<file path="src/rtl/msb_lsb_packer.sv">
// msb_lsb_packer: collects W-bit elements, one per handshake, into a packed
// [N-1:0][W-1:0] word. The fill order is selectable: MSB lane first, or LSB
// lane first. An element that carries i_last flushes a partial word early,
// and the lanes it did not fill read as zero.
//
// Handshake rules, the same on both sides: a transfer happens on a rising
// clock edge where valid && ready. A producer that raises valid keeps it high,
// and keeps its payload stable, until that transfer happens. ready may be
// computed combinationally from the other side's ready.
module msb_lsb_packer #(
    parameter int W         = 20,
    parameter int N         = 10,
    parameter int MSB_FIRST = 1
) (
    input  logic                                i_clk,
    input  logic                                i_rst,
    input  logic                                i_valid,
    output logic                                o_ready,
    input  logic [W-1:0]                        i_data,
    input  logic                                i_last,
    output logic                                o_valid,
    input  logic                                i_ready,
    output logic [N-1:0][W-1:0]                 o_data,
    output logic [$clog2(N+1)-1:0]              o_count,
    output logic                                dbg_state
);

    localparam int CW = $clog2(N+1);
    localparam int PW = (N > 1) ? $clog2(N) : 1;

    // START_LANE receives the first element of a word.
    // END_LANE is the lane whose write closes the word.
    localparam logic [PW-1:0] START_LANE = (MSB_FIRST != 0) ? PW'(N-1) : PW'(0);
    localparam logic [PW-1:0] END_LANE   = (MSB_FIRST != 0) ? PW'(0)   : PW'(N-1);

    typedef enum logic {
        FILL = 1'b0,
        HOLD = 1'b1
    } state_t;

    state_t                 state_q, state_d;
    logic [PW-1:0]          ptr_q, ptr_d;
    logic [CW-1:0]          cnt_q, cnt_d;
    logic [N-1:0][W-1:0]    data_q, data_d;
    logic [CW-1:0]          ocnt_q, ocnt_d;
    logic                   accept;
    logic                   drain;

    // Step the lane pointer one lane toward the end lane.
    function automatic logic [PW-1:0] step_lane(input logic [PW-1:0] p);
        if (MSB_FIRST != 0) begin
            return p - PW'(1);
        end else begin
            return p + PW'(1);
        end
    endfunction

    // Outputs and handshake terms. In HOLD, ready follows the consumer, so the
    // next word can start on the same cycle the current one drains.
    always_comb begin
        o_valid   = (state_q == HOLD);
        o_ready   = (state_q == FILL) || i_ready;
        o_data    = data_q;
        o_count   = ocnt_q;
        dbg_state = state_q;
        accept    = i_valid && o_ready;
        drain     = o_valid && i_ready;
    end

    // Next-state logic. Once a word closes, ptr and cnt are reloaded at once,
    // so an element accepted on the drain cycle always lands in the start lane.
    always_comb begin
        state_d = state_q;
        ptr_d   = ptr_q;
        cnt_d   = cnt_q;
        data_d  = data_q;
        ocnt_d  = ocnt_q;
        case (state_q)
            FILL: begin
                if (accept) begin
                    data_d[ptr_q] = i_data;
                    if ((ptr_q == END_LANE) || i_last) begin
                        state_d = HOLD;
                        ocnt_d  = cnt_q + CW'(1);
                        cnt_d   = '0;
                        ptr_d   = START_LANE;
                    end else begin
                        cnt_d = cnt_q + CW'(1);
                        ptr_d = step_lane(ptr_q);
                    end
                end
            end
            HOLD: begin
                if (drain) begin
                    data_d  = '0;
                    ocnt_d  = '0;
                    cnt_d   = '0;
                    ptr_d   = START_LANE;
                    state_d = FILL;
                    if (accept) begin
                        data_d[START_LANE] = i_data;
                        if (i_last) begin
                            // A one-element word flushes immediately.
                            state_d = HOLD;
                            ocnt_d  = CW'(1);
                        end else begin
                            cnt_d = CW'(1);
                            ptr_d = step_lane(START_LANE);
                        end
                    end
                end
            end
            default: begin
                state_d = FILL;
                ptr_d   = START_LANE;
                cnt_d   = '0;
                data_d  = '0;
                ocnt_d  = '0;
            end
        endcase
    end

    // State registers. Reset is asynchronous and discards any partial word.
    always_ff @(posedge i_clk or negedge i_rst) begin
        if (!i_rst) begin
            state_q <= FILL;
            ptr_q   <= START_LANE;
            cnt_q   <= '0;
            data_q  <= '0;
            ocnt_q  <= '0;
        end else begin
            state_q <= state_d;
            ptr_q   <= ptr_d;
            cnt_q   <= cnt_d;
            data_q  <= data_d;
            ocnt_q  <= ocnt_d;
        end
    end

endmodule

</file>
<file path="config.mk">
export PLATFORM = sky130hd
export DESIGN_NAME = msb_lsb_packer
export DESIGN_NICKNAME = d
export VERILOG_FILES = /design/src/rtl/msb_lsb_packer.sv
export SDC_FILE = /design/constraint.sdc
export NUM_CORES = 1
export LEC_CHECK = 0
export ABC_AREA = 1
export CORE_ASPECT_RATIO = 0.75
export CORE_MARGIN = 3
export CORE_UTILIZATION = 53
export DETAILED_ROUTE_END_ITERATION = 10
export GPL_TIMING_DRIVEN = 0
export PLACE_DENSITY = 0.86
export SYNTH_ARGS = -nofsm -noshare
export SYNTH_HDL_FRONTEND = slang
export SYNTH_SLANG_ARGS = --single-unit
</file>
<file path="constraint.sdc">
create_clock -name i_clk -period 2.25 [get_ports i_clk]
set_input_delay 0.3375 -clock i_clk [delete_from_list [all_inputs] [get_ports i_clk]]
set_output_delay 0.3375 -clock i_clk [all_outputs]
set_load 0.1 [all_outputs]
</file>
## Word level (Yosys, flattened, before mapping)

Cells that the tools add are included.
Widths: inputs -> output; s select.

- Register bits: 213
- Output and inout bits: 207
- Word-level logic and storage cells: 61

- Bitwise operators: 1
- Reductions and logical operators: 8
- Equal/unequal tests: 3
- Mux-type cells: 31
- $add $sub $neg: 2
- Order comparisons: 2

Operators with widths:

| operator | number |
|---|---|
| $mux 200 | 2 |
| $pmux 200 s2 | 1 |
| $bwmux 200 | 1 |
| $demux 20 s4 | 1 |
| $mux 20 | 2 |
| $mux 4 | 9 |
| $pmux 4 s2 | 3 |
| $mux 1 | 11 |
| $lt 4x5->1 const B | 1 |
| $add 4x1->4 const B | 1 |
| $ge 4x1->1 const B | 1 |
| $logic_not 4->1 | 1 |
| $ne 2x1->1 const B | 2 |
| $sub 4x1->4 const B | 1 |
| $logic_and 1x1->1 | 3 |
| $reduce_and 3->1 | 1 |
| $logic_or 1x1->1 | 2 |
| $ne 2x2->1 const B | 1 |
| $pmux 1 s2 | 1 |
| $reduce_and 2->1 | 1 |
| $not 1->1 | 1 |

## Longest topological paths before layout

Gate-level depths: netlist of the first run.

- Depth after elaboration: 7
- Depth in mapped cells: 9

## Least setup slack after synthesis of the first run

Ideal clock, no wire load.

- Path type: register to register
- From: reg state_q, in the netlist dbg_state
- To: reg data_q, in the netlist o_data[180]
- Cell stages (with the launch flop): 8
- Period minus slack after synthesis: 2.500 ns
- Path buffers: 2
- Slack: -0.250 ns
- Required time: 2.121 ns
- Data arrival time: 2.371 ns
- Path through: dfrtp_1 > buf_6 > nand2_1 > nand2_1 > nand2_1 > buf_2 > nand2_1 > o21ai_0

- Word-level cells in the longest chain between the ends: 6
- Elaborated cells on any way between the ends: 10
- Classes of those cells: eq/ne (2); mux (3); bitwise (1); reduce/logical (4)

Ends and longest elaborated chain:

| what | RTL line | source |
|---|---|---|
| start, declared | 41 | `state_t state_q, state_d;` |
| start signal, assigned | 132 | `state_q <= state_d;` |
| $not 1->1 (*) | - |  |
| $logic_or 1x1->1 (*) | 62 | `o_ready = (state_q == FILL) \|\| i_ready;` |
| named net o_ready | 18 | `output logic o_ready,` |
| $logic_and 1x1->1 (*) | 66 | `accept = i_valid && o_ready;` |
| $mux 20 | 100 | `if (accept) begin` |
| $mux 200 | 94 | `if (drain) begin` |
| $pmux 200 s2 | 78 | `case (state_q)` |
| end signal, assigned | 135 | `data_q <= data_d;` |
| end, declared | 44 | `logic [N-1:0][W-1:0] data_q, data_d;` |

The timed path passes the listed nets; every way through them passes the cells marked *. The select of a mux whose other input is x is not followed.
A chain may end at the register's enable or synchronous reset.

## Worst setup path in the final report of the first run

- From: reg state_q, in the netlist dbg_state
- To: out o_valid

RTL lines:

| what | RTL line | source |
|---|---|---|
| end, declared | 21 | `output logic o_valid,` |

No word-level cell between the ends.

==> results of run 1 <==
-- per-stage QoR --
step	instance area, sq um	hold slack [ns]	std cells
2_1_floorplan	8822	0.04191	1003
3_3_place_gp	11400	0.4543	1444
3_5_place_dp	11430	0.4008	1445
4_1_cts	11840	0.4289	1481
5_1_grt	11840	0.4492	1481
6_report	11840	0.4359	1481
-- area by class of cell --
type | instances | area, sq um
Buffer | 58 | 297.8
Clock buffer | 30 | 609.3
Tap cell | 210 | 262.8
Fill cell | 1281 | 4323
Inverter | 58 | 220.2
Multi-Input combinational cell | 674 | 2970
Timing Repair Buffer | 233 | 2098
Clock inverter | 5 | 50.05
Sequential cell | 213 | 5334
-- final timing paths --
| kind | cells after the start | slack, ns | end | from |
|---|---|---|---|---|
| max reg2reg | 8 | 0.31 | o_count[2]$_DFFE_PN0P_ | ptr_q[0]$_DFFE_PN1P_ |
| min reg2reg | 2 | 0.46 | o_data[114]$_DFFE_PN0P_ | o_data[114]$_DFFE_PN0P_ |
| min | 2 | 0.44 | o_data[46]$_DFFE_PN0P_ | i_rst |
| max in group asynchronous | 3 | 0.78 | o_data[148]$_DFFE_PN0P_ | i_rst |
| max | 2 | 0.11 | o_valid | dbg_state$_DFF_PN0_ |
| min in group i_clk | 3 | 0.44 | o_data[180]$_DFFE_PN0P_ | i_data[0] |
-- cells in the mapped netlist, drive strengths merged --
library cell  instances  area [sq um]
nand3                97         485.5
nor3                  1         5.000
dfrtp               211          5280
buf                  32         197.7
a21oi                 1         5.000
nor2                 32         222.7
inv                  58         220.2
nand4                 1         6.260
and2                  1         6.260
clkbuf               26         100.1
nand2               464          1754
dfstp                 2         52.55
o31ai                20         150.1
o22ai                 2         12.51
o21ai                48         247.7
or2                   2         12.52
ha                    5         62.56
-- sequential cells by signal (all words and copies together), names as in the netlist --
signal     count
o_data       200
cnt_q          4
dbg_state      1
o_count        4
ptr_q          4
-- kinds of logic (layout without fill, tap and decap cells) --
group	Yosys count	after routing	synth area share (%)
flip-flops	213	213	60.45
AND/OR/NAND/NOR	598	598	28.26
adder cells (fa/ha/maj)	5	5	0.7092
AO/OA/AOI/OAI	71	71	4.709
buffers and inverters	116	384	5.872
-- worst max-delay path, stage by stage, from the launching register on --
cell	delay, ns
dfrtp_2	0.38
buf_4	0.10
dlygate4sd2_1	0.84
-- power breakdown --
part | total, mW | internal (mW) | switching, mW
Sequential | 5.17 | 4.64 | 0.528
Clock | 3.42 | 1.99 | 1.43
Combinational | 8.95 | 1.40 | 7.54
-- what timing repair did --
action	in CTS	in global routing
endpoints found under the hold margin	95	0
resized for setup	209	0
hold buffers	1	0
setup endpoints to repair	207	0
-- metal layers --
layer	vias to the layer above	share of wire (%)	GRT usage (%)
met5	-	0	0
met2	389	44	43.35
met4	0	1.8	6.122
met3	40	12	7.975
li1	3649	-	-
met1	3758	42	41.75
==> impl_metrics.yaml, run 1 <==
cells_and_area:
  antenna-diode-count: 0
  final_cell_mix: "461 x nand2_1, 210 x dfrtp_1, 206 x dlygate4sd2_1, 97 x nand3_1, 56 x inv_1"
  areaGrowthSynthToFinish_pct: 34.26
  utilization_pct: 73.26
  drive_gt1_share_pct: 7.474
  final_common_cell: "nand2_1"
  final_nets: 1289
floorplanning:
  num_rows: 40
  initial_core_util_pct: 54.57
  die-height_um: 117.7
  coreArea_sq_um: 16170
  die-area_sq_um: 18240
  io_pins: 232
  die_x_um: 155.0
placed_design:
  dp_slack_ns: -0.2635
  globalplace.congestion: 0.8454
  dpl.hpwl_um: 18810
  io_buffers: 231
synth:
  synth_cell_types: 30
  ys_ff_latch: 213
  yosys_warnings: 0
  ys_seq_area_share_pct: 60.45
  mappedNetlistArea_sq_um: 8821
  synthCells: 1003
  avgSynthCellArea_sq_um: 8.795
  syn_nets: 1033
outcome:
  outcome: "complete, no violations"
timing:
  skew_ns: 0.008855
  period_minus_slack_ns: 2.142
  grt_setup_unrepaired: "no"
  tightest_slew_ns: 1.053
  period_share_pct: 95.20
  fmax_mhz: 466.9
  fin_ws_ns: 0.1080
  finalHoldViolCount: 0
  relSlewSlack_pct: 30.10
  finalSetupViolCount: 0
  drv_slew: 0
  fin_setup_tns_ns: 0
clocking:
  cts_buffers: 21
  htreeDepth: 1
  cts_tree: "built"
  clkTransAtPathRegs_ns: 0.06
  clockBufferDepth: 3
  cts_setup_buffers: 0
  cts_sinks: 213
  cts_root_buf: "clkbuf_16"
  insertion_delay_ns: 0.49
global_route:
  grtUsageTotal_pct: 28.64
  antenna_found_initial: 0
  grt_pass1_wl_um: 41900
  grt_pass1_vias: 7555
  overflow: 0
  grt_max_degree: 119
route:
  wirelength_um: 26570
  vias: 7836
  drtIter0Drc: 617
  drc_errors: 0
  ant_nets: 0
  wl_per_cell_um: 17.94
  drt-pass1-iter-count: 5
  vias_per_cell: 5.291
job:
  maxCapViolCount: 0
setup_path:
  crit_type: "reg -> out"
  cp-end-kind: "output port"
  worstPathArrival_ns: 1.80
  startpoint_type: "register"
  critPathMaxFanout: 3
  cp_data_required_time_ns: 1.91
power:
  p_total_mw: 17.54
  max-vdd-ir-drop_uv: 1512
  p_leak_nw: 7.006
  p_per_area_nw_per_um2: 1481
hold_path:
  hp-class: "in -> async"
Note: power is estimated with default switching activity, not from simulation.
==> run 2: changes to the inputs <==
GPL_ROUTABILITY_DRIVEN = 0   (was default)
SLEW_MARGIN = 20   (was default)
==> run 2 against run 1 <==
Hold slack got worse by 0.12 ns. Clock skew grew 0.0021 ns. Sequential share of layout area fell by 0.53 points. Critical path depth stayed put. Power grew 3.0%. Die area did not move. Maximum frequency is 0.61% lower. Via count increased by 0.65%. Count of clock-buffer cells in the layout shrank 2. Cell area rose by 1.2%. Non-clock buffer count rose by 1. Setup slack lost 0.013 ns. Largest cell class unchanged.
==> impl_metrics.yaml, run 2 (synthesis gave the netlist of run 1 again) <==
outcome:
  outcome: "complete, no violations"
timing:
  relSlewSlack_pct: 27.47
  grt_setup_unrepaired: "no"
  period_minus_slack_ns: 2.155
  fin_setup_tns_ns: 0
  tightest_slew_ns: 1.084
  period_share_pct: 95.79
  finalHoldViolCount: 0
  fmax_mhz: 464.0
  drv_slew: 0
  fin_ws_ns: 0.09481
  finalSetupViolCount: 0
  skew_ns: 0.01094
power:
  p_per_area_nw_per_um2: 1507
  max-vdd-ir-drop_uv: 1466
  p_leak_nw: 7.071
route:
  vias: 7887
  ant_nets: 0
  wl_per_cell_um: 18.11
  drt-pass1-iter-count: 5
  drc_errors: 0
  vias_per_cell: 5.322
  drtIter0Drc: 608
  wirelength_um: 26840
clocking:
  cts_setup_buffers: 0
  cts_tree: "built"
  htreeDepth: 1
  cts_sinks: 213
  clockBufferDepth: 3
  insertion_delay_ns: 0.49
  cts_root_buf: "clkbuf_16"
  cts_buffers: 21
  clkTransAtPathRegs_ns: 0.07
setup_path:
  startpoint_type: "register"
  crit_type: "reg -> out"
  rrSetupSlack_ns: 0.26
  critPathMaxStageDelay_ns: 0.84
  cp_num_buf_inv: 2
  crit_family: "buffers and inverters"
  cp-end-kind: "output port"
  worstPathArrival_ns: 1.82
  cp_data_required_time_ns: 1.91
  critPathMaxFanout: 3
  crit_chain: "buf_4 > dlygate4sd2_1"
  cp_slowest_cell: "dlygate4sd2_1"
floorplanning:
  io_pins: 232
  coreArea_sq_um: 16170
  die-height_um: 117.7
  die-area_sq_um: 18240
  num_rows: 40
  initial_core_util_pct: 54.57
  die_x_um: 155.0
global_route:
  grt_max_degree: 101
  overflow: 0
  grt_pass1_wl_um: 41950
  gr-usage-met2_pct: 45.01
  gr-usage-met3_pct: 7.240
  grt_pass1_vias: 7632
  busiest_layer: "met2"
  use_met1_pct: 41.53
  grtUsageTotal_pct: 28.85
  antenna_found_initial: 0
cells_and_area:
  largest_reg_flops: 200
  areaGrowthSynthToFinish_pct: 35.84
  drive_gt1_share_pct: 7.783
  antenna-diode-count: 0
  final_nets: 1290
  final_common_cell: "nand2_1"
  register_area_sq_um: 5334
  final_cell_mix: "461 x nand2_1, 210 x dfrtp_1, 206 x dlygate4sd2_1, 97 x nand3_1, 56 x inv_1"
  multi_input_area_sq_um: 2970
  fill_cells: 1272
hold_path:
  hp-class: "in -> async"
placed_design:
  dp_slack_ns: -0.2684
  dpl.hpwl_um: 18900
  io_buffers: 231
job:
  maxCapViolCount: 0
-- run 2: cell types whose count changed in the layout (fill, tap and decap cells not counted) --
cell | previous run | this run
buf_16 | 1 | 2
bufinv_16 | 1 | 5
clkbuf_1 | 28 | 25
clkbuf_8 | 5 | 6
clkinv_2 | 4 | 2
-- run 2: per-stage QoR --
step,utilization [%],hold WS [ns],instance area [sq um],total power [mW],cells
floorplan,-,0.04191,8822,12.26,1003
global placement,70.50,0.4543,11400,14.58,1444
detailed placement,70.87,0.2279,11460,14.73,1446
CTS,74.13,0.3138,11980,18.10,1482
global route,74.13,0.3361,11980,18.69,1482
finish,74.13,0.3123,11980,18.06,1482
-- run 2: repair_timing --
action	in CTS	in global routing
setup endpoints to repair	207	0
gates resized for setup	209	0
hold buffers	1	0
hold endpoints to repair	33	0
-- run 2: worst paths after layout --
| check | to | cells after the start | startpoint |
|---|---|---|---|
| worst max-delay path | o_valid | 2 | dbg_state$_DFF_PN0_ |
| worst min-delay path | o_data[46]$_DFFE_PN0P_ | 2 | i_rst |
| worst max register to register | o_data[128]$_DFFE_PN0P_ | 6 | dbg_state$_DFF_PN0_ |
| worst min register to register | o_data[114]$_DFFE_PN0P_ | 2 | o_data[114]$_DFFE_PN0P_ |
| max in group asynchronous | ptr_q[0]$_DFFE_PN1P_ | 3 | i_rst |
| min in group i_clk | o_data[180]$_DFFE_PN0P_ | 3 | i_data[0] |
-- run 2: worst register-to-register path: stages (launching register included) --
cell     delay (ns)
dfrtp_2        0.42
buf_6          0.16
inv_4          0.12
nand2_4        0.11
nor2_1         0.84
nand2_1        0.14
nand2_1        0.13
-- run 2: area by class of cell --
cell class	count	area share, %
Buffer	58	2.485
Clock buffer	28	5.106
Clock inverter	7	1.337
Inverter	58	1.838
Multi-Input combinational cell	674	24.79
Sequential cell	213	44.51
Tap cell	210	2.193
Timing Repair Buffer	234	17.74
-- run 2: metal layers --
| layer | up-vias | part of all wire [%] |
|---|---|---|
| met5 | - | 0 |
| li1 | 3654 | - |
| met1 | 3804 | 42 |
| met4 | 0 | 1.6 |
| met2 | 397 | 45 |
| met3 | 32 | 11 |
-- run 2: power breakdown --
| part | leakage (nW) | switching [mW] | internal, mW |
|---|---|---|---|
| Sequential | 2.91 | 0.528 | 4.64 |
| Combinational | 3.78 | 7.56 | 1.41 |
| Clock | 0.382 | 1.45 | 2.47 |
| Total | 7.07 | 9.54 | 8.52 |
==> run 3: changes to the inputs <==
CAP_MARGIN = 0   (was default)
HOLD_SLACK_MARGIN = 0.1   (was default)
==> results of run 3 <==
No change in the layout: final DEF, timing and power equal those of run 2.
